**src/rtl/kf_pkg.sv**
```systemverilog
// Shared types and constants for the multi-channel scalar Kalman filter engine.
// The saturating helpers are only referenced when KF_SAT_EN is defined.
package kf_pkg;

  localparam int unsigned DefW    = 24;
  localparam int unsigned DefFrac = 14;
  localparam int unsigned DefOne  = 1 << DefFrac;

  // Reset context: x = 0, P = ONE, Q = 0, R = ONE
  localparam int signed RstX = 0;
  localparam int signed RstQ = 0;

  typedef enum logic [2:0] {
    StIdle,
    StPred,
    StDiv,
    StUpd,
    StOut
  } state_e;

  typedef enum logic [1:0] {
    CfgX = 2'b00,
    CfgP = 2'b01,
    CfgQ = 2'b10,
    CfgR = 2'b11
  } cfg_sel_e;

  // Clip a sign-extended value into the signed range of a w-bit word (w <= 32).
  function automatic logic signed [63:0] sat_clip(input logic signed [63:0] v,
                                                  input int unsigned w);
    logic signed [63:0] hi;
    logic signed [63:0] lo;
    hi = (64'sd1 <<< (w - 1)) - 64'sd1;
    lo = -(64'sd1 <<< (w - 1));
    if (v > hi) return hi;
    if (v < lo) return lo;
    return v;
  endfunction

  function automatic logic signed [63:0] sat_add(input logic signed [63:0] a,
                                                 input logic signed [63:0] b,
                                                 input int unsigned w);
    return sat_clip(a + b, w);
  endfunction

endpackage

```
**src/rtl/kf_div_seq.sv**
```systemverilog
// Sequential restoring divider: quot = (num << FRAC) / den, truncated to W bits.
// Retires two quotient bits per cycle so the full 2W-bit dividend fits in W cycles.
module kf_div_seq #(
  parameter int unsigned W    = 24,
  parameter int unsigned FRAC = 14
) (
  input  logic                clk,
  input  logic                rst_n,
  input  logic                start,
  input  logic signed [W-1:0] num,
  input  logic signed [W-1:0] den,
  output logic                done,
  output logic        [W-1:0] quot,
  output logic                div0
);

  localparam int unsigned CntW = $clog2(W + 1);

  logic [2*W-1:0]  dvd_q;
  logic [W-1:0]    rem_q;
  logic [W-1:0]    rem_d;
  logic [W-1:0]    den_q;
  logic [W-1:0]    quot_q;
  logic [W-1:0]    quot_d;
  logic [CntW-1:0] cnt_q;
  logic            active_q;
  logic            done_q;
  logic            div0_q;
  logic            bad;
  logic [W:0]      r1;
  logic [W:0]      r2;
  logic            q1;
  logic            q2;

  assign bad = (den <= 0) || (num < 0);

  // Two restoring steps per cycle; the remainder always stays below den.
  always_comb begin
    r1 = {rem_q, dvd_q[2*W-1]};
    q1 = (r1 >= {1'b0, den_q});
    if (q1) r1 = r1 - {1'b0, den_q};
    r2 = {r1[W-1:0], dvd_q[2*W-2]};
    q2 = (r2 >= {1'b0, den_q});
    if (q2) r2 = r2 - {1'b0, den_q};
    rem_d  = r2[W-1:0];
    quot_d = {quot_q[W-3:0], q1, q2};
  end

  always_ff @(posedge clk) begin
    if (!rst_n) begin
      dvd_q    <= '0;
      rem_q    <= '0;
      den_q    <= '0;
      quot_q   <= '0;
      cnt_q    <= '0;
      active_q <= 1'b0;
      done_q   <= 1'b0;
      div0_q   <= 1'b0;
    end else if (start) begin
      div0_q   <= bad;
      dvd_q    <= bad ? '0 : ((2 * W)'(num) << FRAC);
      den_q    <= den;
      rem_q    <= '0;
      quot_q   <= '0;
      cnt_q    <= CntW'(W);
      active_q <= 1'b1;
      done_q   <= 1'b0;
    end else if (active_q) begin
      // A div0 sample still burns the full count to keep latency fixed.
      if (!div0_q) begin
        dvd_q  <= dvd_q << 2;
        rem_q  <= rem_d;
        quot_q <= quot_d;
      end
      cnt_q <= cnt_q - CntW'(1);
      if (cnt_q == CntW'(1)) begin
        active_q <= 1'b0;
        done_q   <= 1'b1;
      end
    end else begin
      done_q <= 1'b0;
    end
  end

  assign done = done_q;
  assign quot = quot_q;
  assign div0 = div0_q;

endmodule

```
**src/rtl/kf_scalar_mc.sv**
```systemverilog
// Time-multiplexed multi-channel scalar Kalman filter (predict + update per measurement).
// Define KF_SAT_EN to saturate Pp, S, e, the x update and product shifts instead of wrapping.
module kf_scalar_mc
  import kf_pkg::*;
#(
  parameter int unsigned W    = DefW,
  parameter int unsigned FRAC = DefFrac,
  parameter int unsigned NCH  = 4,
  localparam int unsigned CHW = (NCH > 1) ? $clog2(NCH) : 1
) (
  input  logic           clk,
  input  logic           rst_n,
  input  logic           in_valid,
  output logic           in_ready,
  input  logic [CHW-1:0] in_ch,
  input  logic [W-1:0]   in_z,
  output logic           out_valid,
  input  logic           out_ready,
  output logic [CHW-1:0] out_ch,
  output logic [W-1:0]   out_x,
  output logic [W-1:0]   out_p,
  output logic           out_div0,
  input  logic           cfg_we,
  input  logic [1:0]     cfg_sel,
  input  logic [CHW-1:0] cfg_ch,
  input  logic [W-1:0]   cfg_wdata,
  output logic           busy
);

  localparam logic signed [W-1:0] One = W'(1 << FRAC);

  state_e state_q, state_d;

  logic signed [W-1:0] x_q [NCH];
  logic signed [W-1:0] p_q [NCH];
  logic signed [W-1:0] q_q [NCH];
  logic signed [W-1:0] r_q [NCH];

  logic [CHW-1:0]      ch_q;
  logic signed [W-1:0] z_q;
  logic signed [W-1:0] pp_q;
  logic [CHW-1:0]      out_ch_q;
  logic [W-1:0]        out_x_q;
  logic [W-1:0]        out_p_q;
  logic                out_div0_q;

  logic                accept;
  logic                ch_ok;
  logic                cfg_hit;
  logic signed [W-1:0] x_cur;
  logic signed [W-1:0] pp_c;
  logic signed [W-1:0] s_c;
  logic signed [W-1:0] k_s;
  logic signed [W-1:0] e_c;
  logic signed [2*W-1:0] kxe_c;
  logic signed [2*W-1:0] kpp_c;
  logic signed [W-1:0] kxe_sh;
  logic signed [W-1:0] kpp_sh;
  logic signed [W-1:0] x_new;
  logic signed [W-1:0] p_new;
  logic                div_start;
  logic                div_done;
  logic [W-1:0]        div_quot;
  logic                div_zero;

  assign in_ready  = rst_n && (state_q == StIdle) && !cfg_we;
  assign accept    = in_valid && in_ready;
  assign ch_ok     = 32'(in_ch) < NCH;
  assign cfg_hit   = cfg_we && (state_q == StIdle) && (32'(cfg_ch) < NCH);
  assign div_start = (state_q == StPred);
  assign x_cur     = x_q[ch_q];
  assign k_s       = div_quot;

  always_comb begin
    state_d = state_q;
    unique case (state_q)
      StIdle:  if (accept && ch_ok) state_d = StPred;
      StPred:  state_d = StDiv;
      StDiv:   if (div_done) state_d = StUpd;
      StUpd:   state_d = StOut;
      StOut:   if (out_ready) state_d = StIdle;
      default: state_d = StIdle;
    endcase
  end

  always_comb begin
    kxe_c = '0;
    kpp_c = (2 * W)'(k_s) * (2 * W)'(pp_q);
`ifdef KF_SAT_EN
    pp_c   = W'(sat_add(64'(p_q[ch_q]), 64'(q_q[ch_q]), W));
    s_c    = W'(sat_add(64'(pp_c), 64'(r_q[ch_q]), W));
    e_c    = W'(sat_add(64'(z_q), -64'(x_cur), W));
    kxe_c  = (2 * W)'(k_s) * (2 * W)'(e_c);
    kxe_sh = W'(sat_clip(64'(kxe_c >>> FRAC), W));
    kpp_sh = W'(sat_clip(64'(kpp_c >>> FRAC), W));
    x_new  = W'(sat_add(64'(x_cur), 64'(kxe_sh), W));
`else
    pp_c   = p_q[ch_q] + q_q[ch_q];
    s_c    = pp_c + r_q[ch_q];
    e_c    = z_q - x_cur;
    kxe_c  = (2 * W)'(k_s) * (2 * W)'(e_c);
    kxe_sh = W'(kxe_c >>> FRAC);
    kpp_sh = W'(kpp_c >>> FRAC);
    x_new  = x_cur + kxe_sh;
`endif
    p_new = pp_q - kpp_sh;
  end

  kf_div_seq #(
    .W    (W),
    .FRAC (FRAC)
  ) u_div (
    .clk   (clk),
    .rst_n (rst_n),
    .start (div_start),
    .num   (pp_c),
    .den   (s_c),
    .done  (div_done),
    .quot  (div_quot),
    .div0  (div_zero)
  );

  always_ff @(posedge clk) begin
    if (!rst_n) begin
      state_q    <= StIdle;
      ch_q       <= '0;
      z_q        <= '0;
      pp_q       <= '0;
      out_ch_q   <= '0;
      out_x_q    <= '0;
      out_p_q    <= '0;
      out_div0_q <= 1'b0;
      for (int i = 0; i < NCH; i++) begin
        x_q[i] <= W'(RstX);
        p_q[i] <= One;
        q_q[i] <= W'(RstQ);
        r_q[i] <= One;
      end
    end else begin
      state_q <= state_d;
      if (accept) begin
        ch_q <= in_ch;
        z_q  <= in_z;
      end
      if (state_q == StPred) pp_q <= pp_c;
      if (cfg_hit) begin
        unique case (cfg_sel)
          CfgX: x_q[cfg_ch] <= cfg_wdata;
          CfgP: p_q[cfg_ch] <= cfg_wdata;
          CfgQ: q_q[cfg_ch] <= cfg_wdata;
          CfgR: r_q[cfg_ch] <= cfg_wdata;
          default: ;
        endcase
      end
      if (state_q == StUpd) begin
        x_q[ch_q]  <= x_new;
        p_q[ch_q]  <= p_new;
        out_ch_q   <= ch_q;
        out_x_q    <= x_new;
        out_p_q    <= p_new;
        out_div0_q <= div_zero;
      end
    end
  end

  assign out_valid = (state_q == StOut);
  assign out_ch    = out_ch_q;
  assign out_x     = out_x_q;
  assign out_p     = out_p_q;
  assign out_div0  = out_div0_q;
  assign busy      = (state_q != StIdle);

endmodule

```
**config.mk**
```make
export PLATFORM = sky130hd
export DESIGN_NAME = kf_scalar_mc
export DESIGN_NICKNAME = d
export VERILOG_FILES = /design/src/rtl/kf_pkg.sv /design/src/rtl/kf_div_seq.sv /design/src/rtl/kf_scalar_mc.sv
export SDC_FILE = /design/constraint.sdc
export NUM_CORES = 2
export LEC_CHECK = 0
export ABC_AREA = 1
export CORE_ASPECT_RATIO = 0.75
export CORE_UTILIZATION = 35
export DETAILED_ROUTE_END_ITERATION = 12
export PLACE_DENSITY = 0.55
export SLEW_MARGIN = 0
export SYNTH_ARGS = -nofsm -noshare
export SYNTH_HDL_FRONTEND = slang
export SYNTH_SLANG_ARGS = --single-unit
```
**constraint.sdc**
```tcl
create_clock -name clk -period 21.7 [get_ports clk]
set_clock_uncertainty 0.1 [all_clocks]
set_input_delay 4.34 -clock clk [delete_from_list [all_inputs] [get_ports clk]]
set_output_delay 4.34 -clock clk [all_outputs]
set_load 0.01 [all_outputs]
```
* Word level (Yosys, flattened, before mapping)
Memory sizes are Yosys's and may differ from the RTL's. A register that Yosys moved wholly into a read port is not among the register bits. Cells that the tools add are included.
Operators by class: add/subtract/negate cells 8, multipliers 2, order comparisons 4, eq/ne operators 12, muxes and demuxes 61, bitwise operators 3, reduce and logical (&&, ||, !) cells 21
Operator list (count):
- 24-bit two-way mux | 8
- 48-bit two-way mux | 4
- 24-bit OR reduction | 6
- 24-bit subtractor | 4
- 24-bit by 24-bit multiplier with 38-bit output | 2
- 24-bit adder | 3
- 25-bit by 24-bit greater-or-equal comparator with 1-bit output | 2
- 1-bit two-way mux | 29
- 2-bit two-way mux | 14
- 24-bit by 1-bit <= comparator with 1-bit output, second input constant | 1
- 24-bit by 1-bit less-than comparator with 1-bit output, second input constant | 1
- 3-bit one-hot mux with 5 select lines | 1
- 5-bit two-way mux | 2
- 3-bit two-way mux | 3
- 3-bit by 2-bit == test with 1-bit output, second input constant | 2
- 5-bit by 1-bit == test with 1-bit output, second input constant | 1
- 5-bit by 1-bit subtractor with 5-bit output, second input constant | 1
- 2-bit == test, second input constant | 2
- 1-bit logical AND | 4
- 2-bit by 1-bit != test with 1-bit output, second input constant | 2
- 2-bit != test, second input constant | 2
- 2-bit AND reduction | 2
- 3-bit by 1-bit == test with 1-bit output, second input constant | 1
- 3-bit == test, second input constant | 1
- other kinds (11) | 13
Storage, ports and cells: flip-flop bits (word level) 232, RAM bits 384, input bits 59, output and inout port bits 54, logic and storage cells 132, memories 4
Memories:
- p_q | words 4, width 24, read ports 1, clocked after memory_dff 1, write ports 4, line kf_scalar_mc.sv:35 | logic signed [W-1:0] p_q [NCH];
- q_q | words 4, width 24, read ports 1, clocked after memory_dff 1, write ports 4, line kf_scalar_mc.sv:36 | logic signed [W-1:0] q_q [NCH];
- r_q | words 4, width 24, read ports 1, clocked after memory_dff 1, write ports 4, line kf_scalar_mc.sv:37 | logic signed [W-1:0] r_q [NCH];
- x_q | words 4, width 24, read ports 1, clocked after memory_dff 1, write ports 4, line kf_scalar_mc.sv:34 | logic signed [W-1:0] x_q [NCH];

* Logic depth before layout (Yosys ltp)
depth after elaboration 8, depth in mapped cells 59

* Hierarchy
Synthesis repeated with hierarchy kept, for this count alone.
Second synthesis, totals: cells, all modules 8379, area total of the unflattened synthesis 68345.5 um^2
Modules (own cells, without submodules):
- kf_scalar_mc | times used 1, cells an instance 7071, area each 60115.2 um^2
- kf_div_seq | times used 1, cells an instance 1308, area each 8230.4 um^2

* Worst setup path after synthesis
Ideal clock, no wire load.
path type reg-to-reg, from reg with a tool-made name, to mem x_q[1][22] (data pin), setup time 266 ps, arrival time 10194 ps, required time 21334 ps, setup slack 11140 ps, stages on the path, launching flop included 54, buffers on the path 5, cells stage by stage dfxtp_1 clkbuf_1 clkbuf_1 clkbuf_1 clkbuf_1 nor2_1 o22ai_1 ha_1 inv_1 fa_1 nand2_1 nand2_1 nand3_1 nand2_1 a21oi_1 inv_1 or2_2 nand2_1 [... 18 more ...] nand2_1 nor4_1 a21oi_1 o31ai_1 xor2_1 ha_1 nand4_1 o221ai_1 a21oi_1 o31ai_1 nand2_1 nand2_1 a31oi_1 xor2_1 nand2_1 o21ai_0 inv_1 nor2_1
RTL lines (line):
- to (decl) | kf_scalar_mc.sv:34

==> results.json <==
{
  "status": "completed",
  "routedWlPerCell_um": 22.3,
  "end_kind": "flop",
  "cp_top_family": "adder cells",
  "cp_data_arrival_time_ns": 12.91,
  "tightest_slew_ns": 1.26,
  "synthCells": 8235,
  "ys_types": 59,
  "swShare_pct": 53.6,
  "cp_slowest_cell": "fa_1",
  "synth_ff_type": "edfxtp_1",
  "grt-ovfl-total": 0,
  "synthArstFlopShare_pct": 0,
  "clkSinkCount": 604,
  "rsz0062_at_grt": "false",
  "critPathMaxFanout": 50,
  "nets": 9591,
  "combPwrFrac_pct": 67.1,
  "vias_per_cell": 5.14,
  "drt_iter0_drc": 5768,
  "critical_path_class": "flop to flop",
  "dp_cells": 10600,
  "rows": 139,
  "rrSetupSlack_ns": 9.05,
  "worst_ir_drop_vdd_mv": 0.260,
  "finalSetupTns_ns": 0,
  "dp_slack_ns": 9.20,
  "htreeDepth": 2,
  "synth_fp_nets": 9678,
  "grt_pass1_vias": 55000,
  "max_clock_freq_mhz": 79.1,
  "required_ns": 21.96,
  "slowest_delay_ns": 0.55,
  "routed_wirelength_um": 239000,
  "min_path_cells": 2,
  "path_common_cell": "nand2_1",
  "synth_top_area_share_pct": 29.0,
  "power.density_mw_per_mm2": 103,
  "gp_congestion": 0.930,
  "crit_path_start_kind": "flop",
  "setup_viol": 0,
  "fin_crit_sh_pct": 58.3,
  "final_area_sq_mm": 0.0734,
  "post_cts_buffers": 0,
  "synth_area_per_cell_sq_um": 8.20,
  "dr_total_vias": 55200,
  "grt_use_total_pct": 24.6,
  "root_buffer": "clkbuf_16",
  "grt_antenna_before_repair": 6,
  "drc_errors": 0,
  "fp.dieW_um": 509,
  "p_int_mw": 3.52,
  "die_area_sq_mm": 0.195,
  "setup_ws_ns": 9.05,
  "crit_buf_inv": 10,
  "synth_enable_flop_cells": 384,
  "io_pins": 113,
  "pwr-share-clk_pct": 14.4,
  "cts_tree": "done",
  "p_sw_mw": 4.07,
  "yosys_warnings": 0,
  "hpwlAfterDp_um": 183000,
  "holdPathEnd": "u_div.dvd_q[45]",
  "dpl-instance-area_sq_mm": 0.0714,
  "syn-cell-area_sq_mm": 0.0676,
  "numCtsBuffers": 59,
  "cts_hold_buf": 0,
  "final_cells": 10700,
  "grt_pass1_wl_um": 358000,
  "hold_viol": 0,
  "leakagePower_nw": 34.2,
  "core_region_area_sq_mm": 0.192,
  "reg2reg_to": "x_q[2][22]",
  "relSlewSlack_pct": 15.9,
  "synthTopCellsByArea": "fa_1 29%, edfxtp_1 17%, nand2_1 11%, inv_1 9.0%, ha_1 7.5%",
  "drive_gt1_share_pct": 3.99,
  "start_util_pct": 35.3,
  "drv_slew": 0,
  "die_h_um": 382,
  "hp-class": "flop to flop",
  "syn2layout_area_growth_pct": 8.67,
  "synth-seq-area-share_pct": 23.6,
  "clk_pin_slew_ns": 0.07,
  "insertion_delay_ns": 0.69,
  "ant_nets": 0,
  "yosys.area.top_type": "fa_1",
  "ys_ff_latch": 604,
  "clock_path_buffers": 3,
  "r2r_cells": 49,
  "holdCritStartpoint": "u_div.dvd_q[43]",
  "min_period_ns": 12.65,
  "whs_ns": 0.363,
  "p_seq_share_pct": 18.5,
  "grt_max_degree": 146,
  "io_buffers": 112,
  "cts_resized": 0,
  "dr.pass1.iters": 6,
  "cap_violations": 0
}
## sequential cells by signal (all words and copies together) (netlist names), 24 cells and up, named ones only
register,cells
out_p,24
q_q,96
r_q,96
p_q,96
x_q,96
pp_q,24
u_div.den_q,24
u_div.quot,24
z_q,24
u_div.rem_q,24
out_x,24
u_div.dvd_q,34
## kinds of logic (layout without fill, tap and decap cells)
logic type | after synthesis | in the layout | synth area share, %
AO/OA/AOI/OAI | 1000 | 1000 | 8.21
AND/OR/NAND/NOR | 3013 | 3013 | 17.7
other | 0 | 1 | 0
adder cells (fa/ha/maj) | 1384 | 1384 | 36.5
buffers and inverters | 2038 | 2002 | 11.4
XOR/XNOR | 196 | 196 | 2.58
flip-flops | 604 | 604 | 23.6
## cell type report
cell class | count | area (sq um)
clock inverter | 33 | 334
antenna | 1 | 2.50
timing repair buffer | 229 | 2020
tap | 2538 | 3180
clock buffer | 79 | 1680
sequential | 604 | 16000
multi-input combinational | 5593 | 44000
inverter | 1661 | 6240
fill | 19600 | 118000
## cell usage in the layout, fill, tap and decap left out, drive strengths merged, types with 111 or more instances in the layout
master	synthesis	final
nand2	1931	1931
inv	1628	1633
fa	979	979
nor2	756	756
ha	405	405
a21oi	390	390
edfxtp	384	384
o21ai	362	362
dfxtp	220	220
nand3	202	202
buf	64	118
clkdlybuf4s50	0	111
## synth_stat cells, types with 9 or more instances
library cell and number:
ha_1 405, buf_1 40, o21bai_1 12, o21ai_0 336, a32oi_1 23, nor3_1 45
o22ai_1 104, a31oi_1 32, fa_1 979, xor2_1 100, buf_2 24, inv_2 9
o21a_1 10, nor4_1 13, edfxtp_1 384, clkinv_1 33, o221ai_1 10, or2_2 17
xnor2_1 94, nand2_2 20, dfxtp_1 220, o21ai_1 24, nand2_1 1908, nand4_1 33
clkbuf_1 313, inv_1 1619, a21oi_1 385, nor2_1 745, nand3_1 198, o211ai_1 9
a21o_1 15
## power groups by stage
stage                     Combinational (mW)  Clock, mW  Sequential, mW
after floorplan                         3.48          0            1.39
after global placement                  4.99          0            1.42
after global routing                    5.60       1.15            1.41
after CTS                               5.03       1.10            1.40
after detailed placement                4.99          0            1.43
final                                   5.09       1.09            1.40
## metrics by stage
step                power (mW)  util, %
global placement          6.41     37.3
CTS                       7.53     38.3
detailed placement        6.41     37.3
global route              8.16     38.3
floorplan                 4.88        -
finish                    7.59     38.3
## worst reg2reg max path, delay by kind of cell, from the launching register on
family | cells | cell delay, ns
AO/OA/AOI/OAI | 10 | 2.32
XOR/XNOR | 2 | 0.32
adder cells (fa/ha/maj) | 11 | 5.04
buffers and inverters | 10 | 1.46
flip-flops | 1 | 0.51
AND/OR/NAND/NOR | 16 | 2.60
## layer usage
layer	share of wire, %	GRT usage [%]	vias to the layer above
li1	-	-	25100
met1	47	37.8	27500
met2	41	35.1	2324
met3	9.6	4.80	275
met4	2.6	5.68	4
met5	0.012	0	-
## how the worst max path moves through the flow
stage,from,to,cells after the start
4_1_cts,flop,x_q[2][22],49
5_1_grt,flop,x_q[2][22],49
3_3_place_gp,flop,x_q[2][22],48
3_5_place_dp,flop,x_q[2][22],49
6_report,flop,x_q[2][22],49
2_1_floorplan,flop,x_q[1][22],53
Power figures use the tool's default switching activity.
